## config.mk

```make
export PLATFORM = sky130hd
export DESIGN_NAME = lut_loader
export DESIGN_NICKNAME = d
export VERILOG_FILES = /design/src/rtl/lut_pkg.sv /design/src/rtl/lut_table.sv /design/src/rtl/lut_loader.sv
export SDC_FILE = /design/constraint.sdc
export NUM_CORES = 1
export LEC_CHECK = 0
export ABC_AREA = 1
export BUFFER_PORTS_ARGS = -buffer_cell sky130_fd_sc_hd__buf_2
export CAP_MARGIN = 5
export CORE_UTILIZATION = 63
export DETAILED_ROUTE_END_ITERATION = 7
export GPL_TIMING_DRIVEN = 0
export HOLD_SLACK_MARGIN = 0.06
export PLACE_DENSITY = 0.8
export REMOVE_ABC_BUFFERS = 1
export SLEW_MARGIN = 5
export SYNTH_ARGS = -nofsm -noshare
export SYNTH_HDL_FRONTEND = slang
export SYNTH_SLANG_ARGS = --single-unit
```

## constraint.sdc

```tcl
create_clock -name Clk -period 2.2 [get_ports Clk]
set_clock_uncertainty 0.15 [all_clocks]
set_input_delay 0.11 -clock Clk [delete_from_list [all_inputs] [get_ports Clk]]
set_output_delay 0.11 -clock Clk [all_outputs]
set_load 0.03 [all_outputs]
```

## src/rtl/lut_pkg.sv

```systemverilog
// Shared constants and FSM state encoding for the branch-target LUT loader.
package lut_pkg;

  localparam int DEPTH = 32;
  localparam int AW    = 5;
  localparam int TW    = 10;
  localparam logic [TW-1:0] DEFAULT_TARGET = 10'h001;

  typedef enum logic [1:0] {
    ST_IDLE  = 2'd0,
    ST_CLEAR = 2'd1,
    ST_DONE  = 2'd2
  } state_e;

endpackage

```

## src/rtl/lut_table.sv

```systemverilog
// Branch-target storage with per-entry programmed bits.
// Provides one write port and one combinational read port.
module lut_table #(
  parameter int DEPTH = lut_pkg::DEPTH,
  parameter int AW    = lut_pkg::AW,
  parameter int TW    = lut_pkg::TW,
  parameter logic [TW-1:0] DEFAULT_TARGET = lut_pkg::DEFAULT_TARGET
) (
  input  logic             Clk,
  input  logic             Reset,
  input  logic             i_we,
  input  logic [AW-1:0]    i_waddr,
  input  logic [TW-1:0]    i_wdata,
  input  logic             i_wprog,
  input  logic [AW-1:0]    i_raddr,
  output logic [TW-1:0]    o_rdata,
  output logic             o_rhit,
  output logic [DEPTH-1:0] o_prog
);

  logic [TW-1:0]    r_entry [DEPTH];
  logic [DEPTH-1:0] r_prog;

  always_ff @(posedge Clk or negedge Reset) begin
    if (!Reset) begin
      for (int i = 0; i < DEPTH; i++) begin
        r_entry[i] <= DEFAULT_TARGET;
      end
      r_prog <= '0;
    end else if (i_we) begin
      r_entry[i_waddr] <= i_wdata;
      r_prog[i_waddr]  <= i_wprog;
    end
  end

  // Unprogrammed entries always read as the default target.
  assign o_rhit  = r_prog[i_raddr];
  assign o_rdata = r_prog[i_raddr] ? r_entry[i_raddr] : DEFAULT_TARGET;
  assign o_prog  = r_prog;

endmodule

```

## src/rtl/lut_loader.sv

```systemverilog
// Branch-target LUT loader: write handshake, programmed-entry count and
// a clear sweep that restores every entry to the default target.
module lut_loader #(
  parameter int DEPTH = lut_pkg::DEPTH,
  parameter int AW    = lut_pkg::AW,
  parameter int TW    = lut_pkg::TW,
  parameter logic [TW-1:0] DEFAULT_TARGET = lut_pkg::DEFAULT_TARGET
) (
  input  logic          Clk,
  input  logic          Reset,
  input  logic          WrValid,
  output logic          WrReady,
  input  logic [AW-1:0] WrAddr,
  input  logic [TW-1:0] WrTarget,
  input  logic          ClrReq,
  output logic          Busy,
  output logic          ClrDone,
  input  logic [AW-1:0] Addr,
  output logic [TW-1:0] Target,
  output logic          Hit,
  output logic [AW:0]   Count
);

  import lut_pkg::state_e;
  import lut_pkg::ST_IDLE;
  import lut_pkg::ST_CLEAR;
  import lut_pkg::ST_DONE;

  // state | meaning
  // IDLE  | accepting writes, waiting for ClrReq
  // CLEAR | sweeping index 0..DEPTH-1 back to default, one per cycle
  // DONE  | one-cycle completion pulse, then back to IDLE
  localparam logic [AW-1:0] LAST_IDX = AW'(DEPTH - 1);

  state_e           r_state;
  logic [AW-1:0]    r_idx;
  logic [AW:0]      r_count;
  logic             r_busy;
  logic             r_clr_done;

  logic             w_xfer;
  logic             w_we;
  logic [AW-1:0]    w_waddr;
  logic [TW-1:0]    w_wdata;
  logic             w_wprog;
  logic [DEPTH-1:0] w_prog;

  assign WrReady = (r_state == ST_IDLE) && !ClrReq;
  assign w_xfer  = WrValid && WrReady;

  always_comb begin
    w_we    = w_xfer;
    w_waddr = WrAddr;
    w_wdata = WrTarget;
    w_wprog = 1'b1;
    if (r_state == ST_CLEAR) begin
      w_we    = 1'b1;
      w_waddr = r_idx;
      w_wdata = DEFAULT_TARGET;
      w_wprog = 1'b0;
    end
  end

  always_ff @(posedge Clk or negedge Reset) begin
    if (!Reset) begin
      r_state    <= ST_IDLE;
      r_idx      <= '0;
      r_count    <= '0;
      r_busy     <= 1'b0;
      r_clr_done <= 1'b0;
    end else begin
      case (r_state)
        ST_IDLE: begin
          if (ClrReq) begin
            r_state <= ST_CLEAR;
            r_idx   <= '0;
            r_busy  <= 1'b1;
          end else if (w_xfer && !w_prog[WrAddr]) begin
            r_count <= r_count + (AW+1)'(1);
          end
        end
        ST_CLEAR: begin
          if (r_idx == LAST_IDX) begin
            r_state    <= ST_DONE;
            r_idx      <= '0;
            r_count    <= '0;
            r_clr_done <= 1'b1;
          end else begin
            r_idx <= r_idx + AW'(1);
          end
        end
        ST_DONE: begin
          r_state    <= ST_IDLE;
          r_busy     <= 1'b0;
          r_clr_done <= 1'b0;
        end
        default: begin
          r_state    <= ST_IDLE;
          r_busy     <= 1'b0;
          r_clr_done <= 1'b0;
        end
      endcase
    end
  end

  assign Busy    = r_busy;
  assign ClrDone = r_clr_done;
  assign Count   = r_count;

  lut_table #(
    .DEPTH          (DEPTH),
    .AW             (AW),
    .TW             (TW),
    .DEFAULT_TARGET (DEFAULT_TARGET)
  ) u_table (
    .Clk     (Clk),
    .Reset   (Reset),
    .i_we    (w_we),
    .i_waddr (w_waddr),
    .i_wdata (w_wdata),
    .i_wprog (w_wprog),
    .i_raddr (Addr),
    .o_rdata (Target),
    .o_rhit  (Hit),
    .o_prog  (w_prog)
  );

endmodule

```

==> key figures, run 1 <==
Outcome
  – Failing step: global routing
  – Halt Reason: [ERROR GRT-0232] Routing congestion too high. Check the congestion heatmap in the GUI.
  – Status: aborted with a tool error

Placement
  – Placed Area: roughly 18000 um2
  – GP Congestion: between 0.8 and 0.9
  – HPWL Detailed: around 28000 um
  – Buffers on Ports: 43

Synth
  – EDFF count, synth: 0
  – Synth Instances: approximately 2200
  – Yosys cell types: 28
  – Synth async-reset ratio: 100.0%
  – Area share of the largest cell type after synthesis: between 40% and 50%
  – Mean Syn Cell Area: between 7 and 8 um2
  – Synth area leader: dfrtp_1
  – Yosys warnings: 0
  – Synth area leaders: dfrtp_1, o21ai_0, a21oi_1
  – Mapped Area: around 17000 um2
  – Post-synth top flop: dfrtp_1
  – Synth Register Bits: 367
  – Sequential cell area fraction in the yosys report: between 50 and 60%

STA
  – Worst ep type: primary output
  – GRT worst endpoint: Target[0]

Die
  – IO Pins: 44
  – Cell Rows: 60
  – Initial Utilization: 64.41%
  – Die width: ~170 um
  – Die Y: ~170 um

Clocking
  – Clock sink count: around 370
  – CTS root buf: clkbuf_16
  – Clock buffer depth: 3
  – Num CTS Buffers: 39
  – H-tree levels: 2

Global routing
  – Pin count of the biggest net entering global routing: 115
  – Initial antenna violation count: 18
  – GRT overflow: between 100 and 150
  – Global Route Usage Sum: 83.20%
## per-layer routing
| layer | global-route usage [%] | GRT overflow |
|---|---|---|
| met5 | 57.22 | 1 |
| met4 | 80.79 | 60 |
| met3 | 72.45 | 4 |
| met2 | 94.32 | 70 |
| met1 | 84.03 | 7 |
## cells in the mapped netlist, types with 2 or more instances
cell      instances
o21ai_0         363
dfrtp_1         335
o21ai_1          33
nand2_1         307
buf_2            58
nor3_1            6
o21ai_2           3
nor2_1          195
inv_1           213
ha_1              3
nor2_2           15
clkinv_1          3
nand3_1         172
inv_2             7
nand3_2           2
buf_1            16
dfstp_2          32
a21oi_1         316
o211ai_1         11
clkbuf_1         89
## what timing repair did
item | CTS
buffers inserted | 93
cloned | 34
resized for setup | 197
pin swaps | 65
hold endpoints to repair | 321
hold buffers | 12
setup endpoints to repair | 375
## metrics by stage
| step | std cells | worst slack, ns | utilization, % | TNS [ns] |
|---|---|---|---|---|
| floorplan | 2022 | -1.727 | - | -158.57 |
| CTS | 2632 | -0.1053 | 79.74 | -1.571 |
| detailed placement | 2424 | -1.814 | 65.69 | -466.56 |
| global placement | 2406 | -7.239 | 64.19 | -2772.65 |
## cell families after synthesis
kind of cell | Yosys count | share of synthesized area (%)
flip-flops | 367 | 52.99
AO/OA/AOI/OAI | 730 | 21.29
adder cells (fa/ha/maj) | 3 | 0.2157
buffers and inverters | 388 | 8.834
AND/OR/NAND/NOR | 699 | 16.67
==> inputs of run 2 (changes only) <==
--- a/config.mk
+++ b/config.mk
@@ -8,11 +8,10 @@
 export ABC_AREA = 1
 export BUFFER_PORTS_ARGS = -buffer_cell sky130_fd_sc_hd__buf_2
 export CAP_MARGIN = 5
-export CORE_UTILIZATION = 63
+export CORE_UTILIZATION = 40
 export DETAILED_ROUTE_END_ITERATION = 7
 export GPL_TIMING_DRIVEN = 0
-export HOLD_SLACK_MARGIN = 0.06
-export PLACE_DENSITY = 0.8
+export PLACE_DENSITY_LB_ADDON = 0.15
 export REMOVE_ABC_BUFFERS = 1
 export SLEW_MARGIN = 5
 export SYNTH_ARGS = -nofsm -noshare
==> run 2 against run 1 <==
  * The flow now finishes, with violations (hold timing, setup timing)
  * Synthesized area unchanged
  * Synthesized cell count unchanged
==> key figures, run 2 <==
Detailed routing
  – DR iter-0 viols: around 1700
  – Via/cell ratio: 5.639
  – WL per Instance: between 20 and 25 um
  – Final wirelength: 67400 um
  – DRT Pass-1 Iters: 6
  – Drt drc: 0
  – Vias: between 15000 and 20000
  – ANT nets after route: 0

STA
  – Pins Over Slew Limit: 0
  – Sum Neg Setup Slack: -35.80 ns
  – Final setup fails: approximately 350
  – Final Hold Slack: -0.06117 ns
  – Period utilization: 110.9%
  – Worst slew margin: between 40 and 50%
  – PnR worst setup slack: -0.2398 ns
  – Fin. Hold Viols: 63
  – Tmin final: approximately 2.4 ns
  – Fmax: ~410 MHz
  – Worst Max-Slew Pin Slew: between 0.8 and 0.9 ns
  – RSZ-0062 raised after global routing: yes

Synth
  – Synth Register Bits: ~370
  – Yosys cell types: 28
  – Mapped Area: roughly 17000 um2
  – Synth area leaders: dfrtp_1, o21ai_0, a21oi_1
  – EDFF count, synth: 0
  – Area share of the largest cell type after synthesis: between 40% and 50%
  – Most frequent cells after synthesis: o21ai_0, dfrtp_1, a21oi_1, nand2_1, inv_1
  – Sequential cell area fraction in the yosys report: 52.99%
  – Synth area leader: dfrtp_1
  – Synth Instances: ~2200
  – Yosys warnings: 0
  – Most frequent cell after synthesis: o21ai_0
  – Mean Syn Cell Area: roughly 8 um2
  – Post-synth top flop: dfrtp_1
  – Synth async-reset ratio: between 90% and 100%

Outcome
  – Failing checks: hold timing, setup timing
  – Status: finished, violations left

Clocking
  – Num CTS Buffers: 43
  – Clock buffer depth: 3
  – Reg clk slew, reported paths: 0.06 ns
  – Clock sink count: approximately 370
  – CTS root buf: clkbuf_16
  – CTS tree: built
  – Clk_lat worst skew: approximately 0.58 ns
  – H-tree levels: 2

Cells and area
  – Final Util: between 50% and 60%
  – Commonest non-fill, non-tap cell in the layout: dfrtp_1
  – Multi-input gate area: 8367 um2
  – Nets: 2369
  – Post-route insts no fill: between 2000 and 3000
  – P&R area growth vs syn: 37.69%
  – Reg with most FFs: u_table.r_entry
  – Most frequent cells in the layout: dfrtp_1, a21oi_1, o21ai_0
  – Layout cells sized above 1: 28.70%
  – FF/Latch Area: roughly 9200 um2
  – Fillers: between 3000 and 4000
  – Max reg flops: 320
  – Diodes inserted: 0

Worst setup path
  – CP max-delay cell: o21ai_0
  – Largest stage delay, worst path: roughly 0.24 ns
  – Critical Path, Cell by Cell: buf_16 > clkinv_8 > buf_16 > o21ai_0 > a21oi_1 > o21ai_1 > nand3_2 > nand3_4 > nand2_8 > nor2_4 > buf_6
  – CP startpoint: Addr[0]
  – Worst path top cell family by delay: buffers and inverters
  – CP Capture Type: primary output
  – Crit Path Max Fanout: 63
  – Crit path kind: input pin to primary output
  – Worst r2r src: r_state[1]
  – Critical Path RT: about 1.9 ns
  – Startpoint Class: input pin
  – CP arrival: around 2.2 ns
  – Cell mode on critical path: buf_16
  – CP Buf/Inv Count: 4

Die
  – Core ar.: 42980 um2
  – Die Y: ~210 um
  – Initial Utilization: around 40%
  – IO Pins: 44
  – Cell Rows: 76
  – Die width: approximately 210 um
  – Die Area: 44350 um2

Placement
  – GP Congestion: 0.8087
  – HPWL Detailed: 31800 um
  – Dpl cells: about 2700
  – Buffers on Ports: between 40 and 50

Global routing
  – GR Layer Usage met3: around 4.2%
  – Vias in the first global route: between 15000 and 20000
  – GRT overflow: 0
  – Global route hottest layer: met2
  – Met2 usage: approximately 44%
  – Pin count of the biggest net entering global routing: about 130
  – Global Route Usage Sum: 29.08%
  – Global routing usage on met1: 41.37%
  – Global-route wire length before repair: about 95000 um
  – Initial antenna violation count: 2

Power
  – Power density cells: approximately 1200 nW/um2
  – Leak: approximately 10 nW
  – Worst vdd rail ir drop: a little under 0.7 mV

Flow run
  – Max-cap violation count: 0

Min path
  – Hold/Removal Path Class: input pin to async pin
==> run 2: routing by layer <==
layer | part of all wire, % | vias up
met1 | 41 | 8092
li1 | - | 7565
met2 | 45 | 831
met5 | 0.018 | -
met3 | 8.8 | 207
met4 | 4.9 | 2
==> run 2: cell families (layout without fill, tap and decap cells) <==
logic type	count (synthesis)	in the layout	share of synthesized area, %
AND/OR/NAND/NOR	699	716	16.67
flip-flops	367	367	52.99
adder cells (fa/ha/maj)	3	3	0.2157
buffers and inverters	388	560	8.834
AO/OA/AOI/OAI	730	730	21.29
==> run 2: worst paths after layout <==
path,end,slack [ns],cells after the start
min reg2reg,u_table.r_entry[208],0.33,2
min in group Clk,Count[2],0.10,7
max in group asynchronous,u_table.r_entry[165],0.56,4
max reg2reg,u_table.o_prog[5],-0.20,12
max,Target[6],-0.24,11
min,u_table.r_entry[129],-0.06,2
==> run 2: repair_timing <==
action / in CTS / in global routing
buffers inserted: 102 / 55
resized for setup: 222 / 430
cloned: 29 / 14
setup endpoints to repair: 375 / 365
hold buffers: 5 / 8
endpoints found under the hold margin: 190 / 114
pin swaps: 71 / 50
==> run 2: final cells by class <==
| type | count | area share [%] |
|---|---|---|
| timing repair buffer | 253 | 13.18 |
| multi-input combinational | 1449 | 34.91 |
| timing repair inverter | 5 | 0.3028 |
| clock inverter | 11 | 0.3602 |
| inverter | 223 | 4.182 |
| sequential | 367 | 38.50 |
| tap | 585 | 3.054 |
| clock buffer | 68 | 5.518 |
==> run 2: metrics by stage <==
stage	total power [W]	area (um2)	setup slack (ns)
after global routing	0.03018	23970	-0.3230
final	0.02894	23970	-0.2398
after global placement	0.01546	17650	-8.275
after floorplan	0.01349	16710	-1.727
after CTS	0.02593	21940	-0.1402
after detailed placement	0.01592	18170	-1.907
==> run 2: report_power, final <==
group / total [W] / internal, W / switching, W
sequential: 0.00970 / 0.00874 / 0.000956
clock: 0.00718 / 0.00424 / 0.00294
combinational: 0.0121 / 0.00475 / 0.00732
total: 0.0289 / 0.0177 / 0.0112
(Power assumes the default switching activity.)
==> inputs of run 3 (changes only) <==
--- a/config.mk
+++ b/config.mk
@@ -11,9 +11,7 @@
 export CORE_UTILIZATION = 40
 export DETAILED_ROUTE_END_ITERATION = 7
 export GPL_TIMING_DRIVEN = 0
-export PLACE_DENSITY_LB_ADDON = 0.15
 export REMOVE_ABC_BUFFERS = 1
-export SLEW_MARGIN = 5
 export SYNTH_ARGS = -nofsm -noshare
 export SYNTH_HDL_FRONTEND = slang
 export SYNTH_SLANG_ARGS = --single-unit
==> run 3 against run 2 <==
  * The flow still finishes with violations (hold timing, setup timing)
  * Clock-buffer cell count down 8
  * Via count up 8.9%
  * First-iteration DRC count up 60%
==> key figures, run 3 (synthesis results as in run 2) <==
STA
  – Fmax: 383.1 MHz
  – Sum Neg Setup Slack: -67.37 ns
  – Final Hold Slack: -0.1626 ns
  – Worst Max-Slew Pin Slew: ~0.75 ns
  – Tmin final: 2.610 ns
  – Pins Over Slew Limit: 0
  – Final setup fails: about 360
  – Worst slew margin: 49.90%
  – Period utilization: 118.6%
  – Fin. Hold Viols: 93
  – RSZ-0062 raised after global routing: yes
  – PnR worst setup slack: -0.4100 ns

Power
  – Worst vdd rail ir drop: roughly 0.79 mV
  – Power density cells: 1244 nW/um2
  – Leak: 10.82 nW

Worst setup path
  – CP Capture Type: primary output
  – Critical Path RT: 1.94 ns
  – CP arrival: ~2.4 ns
  – Critical Path, Cell by Cell: inv_2 > o21ai_2 > a21oi_1 > o21ai_2 > nand3_2 > nand3_2 > buf_6 > nand2_8 > nor2_4 > buf_6
  – Crit path kind: flop to primary output
  – Startpoint Class: flop
  – Reg2Reg Depth: 12
  – Reg2reg end: u_table.r_entry[236]
  – Critical Path Sink: Target[7]
  – Largest stage delay, worst path: ~0.36 ns
  – R2R setup slack: -0.41 ns
  – CP max-delay cell: dfrtp_1
  – Crit Path Max Fanout: 5
  – CP startpoint: u_table.o_prog[21]
  – Worst r2r src: r_state[1]

Detailed routing
  – DR iter-0 viols: between 2000 and 3000
  – Final wirelength: about 79000 um
  – Via/cell ratio: a little over 6
  – ANT nets after route: 0
  – Vias: ~18000
  – WL per Instance: roughly 26 um
  – DRT Pass-1 Iters: 6
  – Drt drc: 0

Cells and area
  – Most frequent cells in the layout: dfrtp_1, o21ai_0, a21oi_1
  – Layout cells sized above 1: approximately a third
  – Post-route insts no fill: 2999
  – P&R area growth vs syn: 44.35%
  – Nets: ~2400
  – Max reg flops: 320
  – Reg with most FFs: u_table.r_entry
  – Final Util: 58.46%
  – Commonest non-fill, non-tap cell in the layout: dfrtp_1
  – Diodes inserted: 0
  – Fillers: 3486

Die
  – Initial Utilization: between 40% and 50%
  – Core ar.: around 43000 um2
  – IO Pins: 44
  – Die width: approximately 210 um
  – Die Y: about 210 um
  – Cell Rows: 76
  – Die Area: approximately 44000 um2

Placement
  – Dpl cells: between 2000 and 3000
  – Buffers on Ports: 43
  – HPWL Detailed: ~32000 um
  – GP Congestion: about 0.8

Global routing
  – Global-route wire length before repair: just under 100000 um
  – GRT overflow: 0
  – Global Route Usage Sum: 30.15%
  – Pin count of the biggest net entering global routing: around 120
  – Vias in the first global route: between 15000 and 20000
  – Initial antenna violation count: 1

Clocking
  – Num CTS Buffers: a little over 40
  – Clock buffer depth: 3
  – Clk_lat worst skew: about 0.58 ns
  – H-tree levels: 2
  – CTS root buf: clkbuf_16
  – Reg clk slew, reported paths: about 0.070 ns
  – CTS tree: built
  – Clock sink count: between 300 and 400

Min path
  – Hold/Removal Path Class: input pin to async pin

Flow run
  – Max-cap violation count: 0

Outcome
  – Status: finished, violations left
  – Failing checks: hold timing, setup timing
## run 3: changes by cell type in the layout (fill, tap and decap cells not counted), sizes merged
| cell | previous run | this run |
|---|---|---|
| buf | 224 | 248 |
| nand2 | 308 | 314 |
| bufbuf | 4 | 8 |
| bufinv | 1 | 4 |
| clkbuf | 80 | 78 |
| inv | 208 | 210 |
| clkinv | 17 | 18 |
| nor2 | 224 | 223 |
| or2 | 3 | 4 |
## run 3: how the worst min path moves through the flow
stage	startpoint	end	slack, ns	cells after the start
2_1_floorplan	Reset	Busy	-0.34	0
3_3_place_gp	ClrReq	r_state[0]	0.27	3
3_5_place_dp	Reset	u_table.r_entry[307]	-0.10	1
4_1_cts	Reset	u_table.o_prog[2]	-0.13	6
5_1_grt	Reset	u_table.o_prog[18]	-0.1	6
6_report	Reset	u_table.r_entry[297]	-0.16	6
## run 3: through the flow
| stage | setup slack, ns | hold WS [ns] | instance area [um2] | power [W] |
|---|---|---|---|---|
| after floorplan | -1.727 | -0.3356 | 16710 | 0.01349 |
| after global placement | -8.191 | 0.2674 | 17650 | 0.01538 |
| after detailed placement | -1.790 | -0.1036 | 18150 | 0.01584 |
| after CTS | -0.1457 | -0.1276 | 22090 | 0.02582 |
| after global routing | -0.4704 | -0.09868 | 25130 | 0.03219 |
| final | -0.4100 | -0.1626 | 25130 | 0.03125 |
## run 3: cell type report
| cell class | count | area [um2] | area share [%] |
|---|---|---|---|
| Clock buffer | 60 | 1220 | 4.855 |
| Clock inverter | 15 | 185.2 | 0.7370 |
| Inverter | 223 | 1011 | 4.024 |
| Multi-Input combinational cell | 1455 | 8613 | 34.28 |
| Sequential cell | 367 | 9228 | 36.72 |
| Tap cell | 585 | 732.0 | 2.913 |
| Timing Repair Buffer | 287 | 4058 | 16.15 |
| Timing Repair inverter | 7 | 80.08 | 0.3187 |
## run 3: worst max-delay path: cells and delay by family (launching register included)
kind | cells | cell delay (ns)
and+or+nand+nor | 4 | 0.61
AOI/OAI and AO/OA | 3 | 0.45
DFF | 1 | 0.36
buffers and inverters | 3 | 0.35
## run 3: timing repair
| item | CTS | global route |
|---|---|---|
| setup endpoints to repair | 375 | 358 |
| resized for setup | 184 | 582 |
| pin swaps | 64 | 82 |
| setup buffers | 107 | 69 |
| gates cloned | 31 | 30 |
| hold buffers | 11 | 8 |
| endpoints found under the hold margin | 196 | 195 |
## run 3: power breakdown
group | switching, W | internal, W
registers | 0.00115 | 0.00875
logic | 0.00845 | 0.00558
clock network | 0.00299 | 0.00433
total | 0.0126 | 0.0187
## run 3: routing by layer
metal | routed length [um] | GRT usage [%] | vias to the layer above
li1 | - | - | 7642
met1 | 28690 | 40.45 | 8670
met2 | 33190 | 45.57 | 1424
met3 | 11150 | 7.434 | 448
met4 | 5904 | 14.69 | 2
met5 | 42 | 0 | -
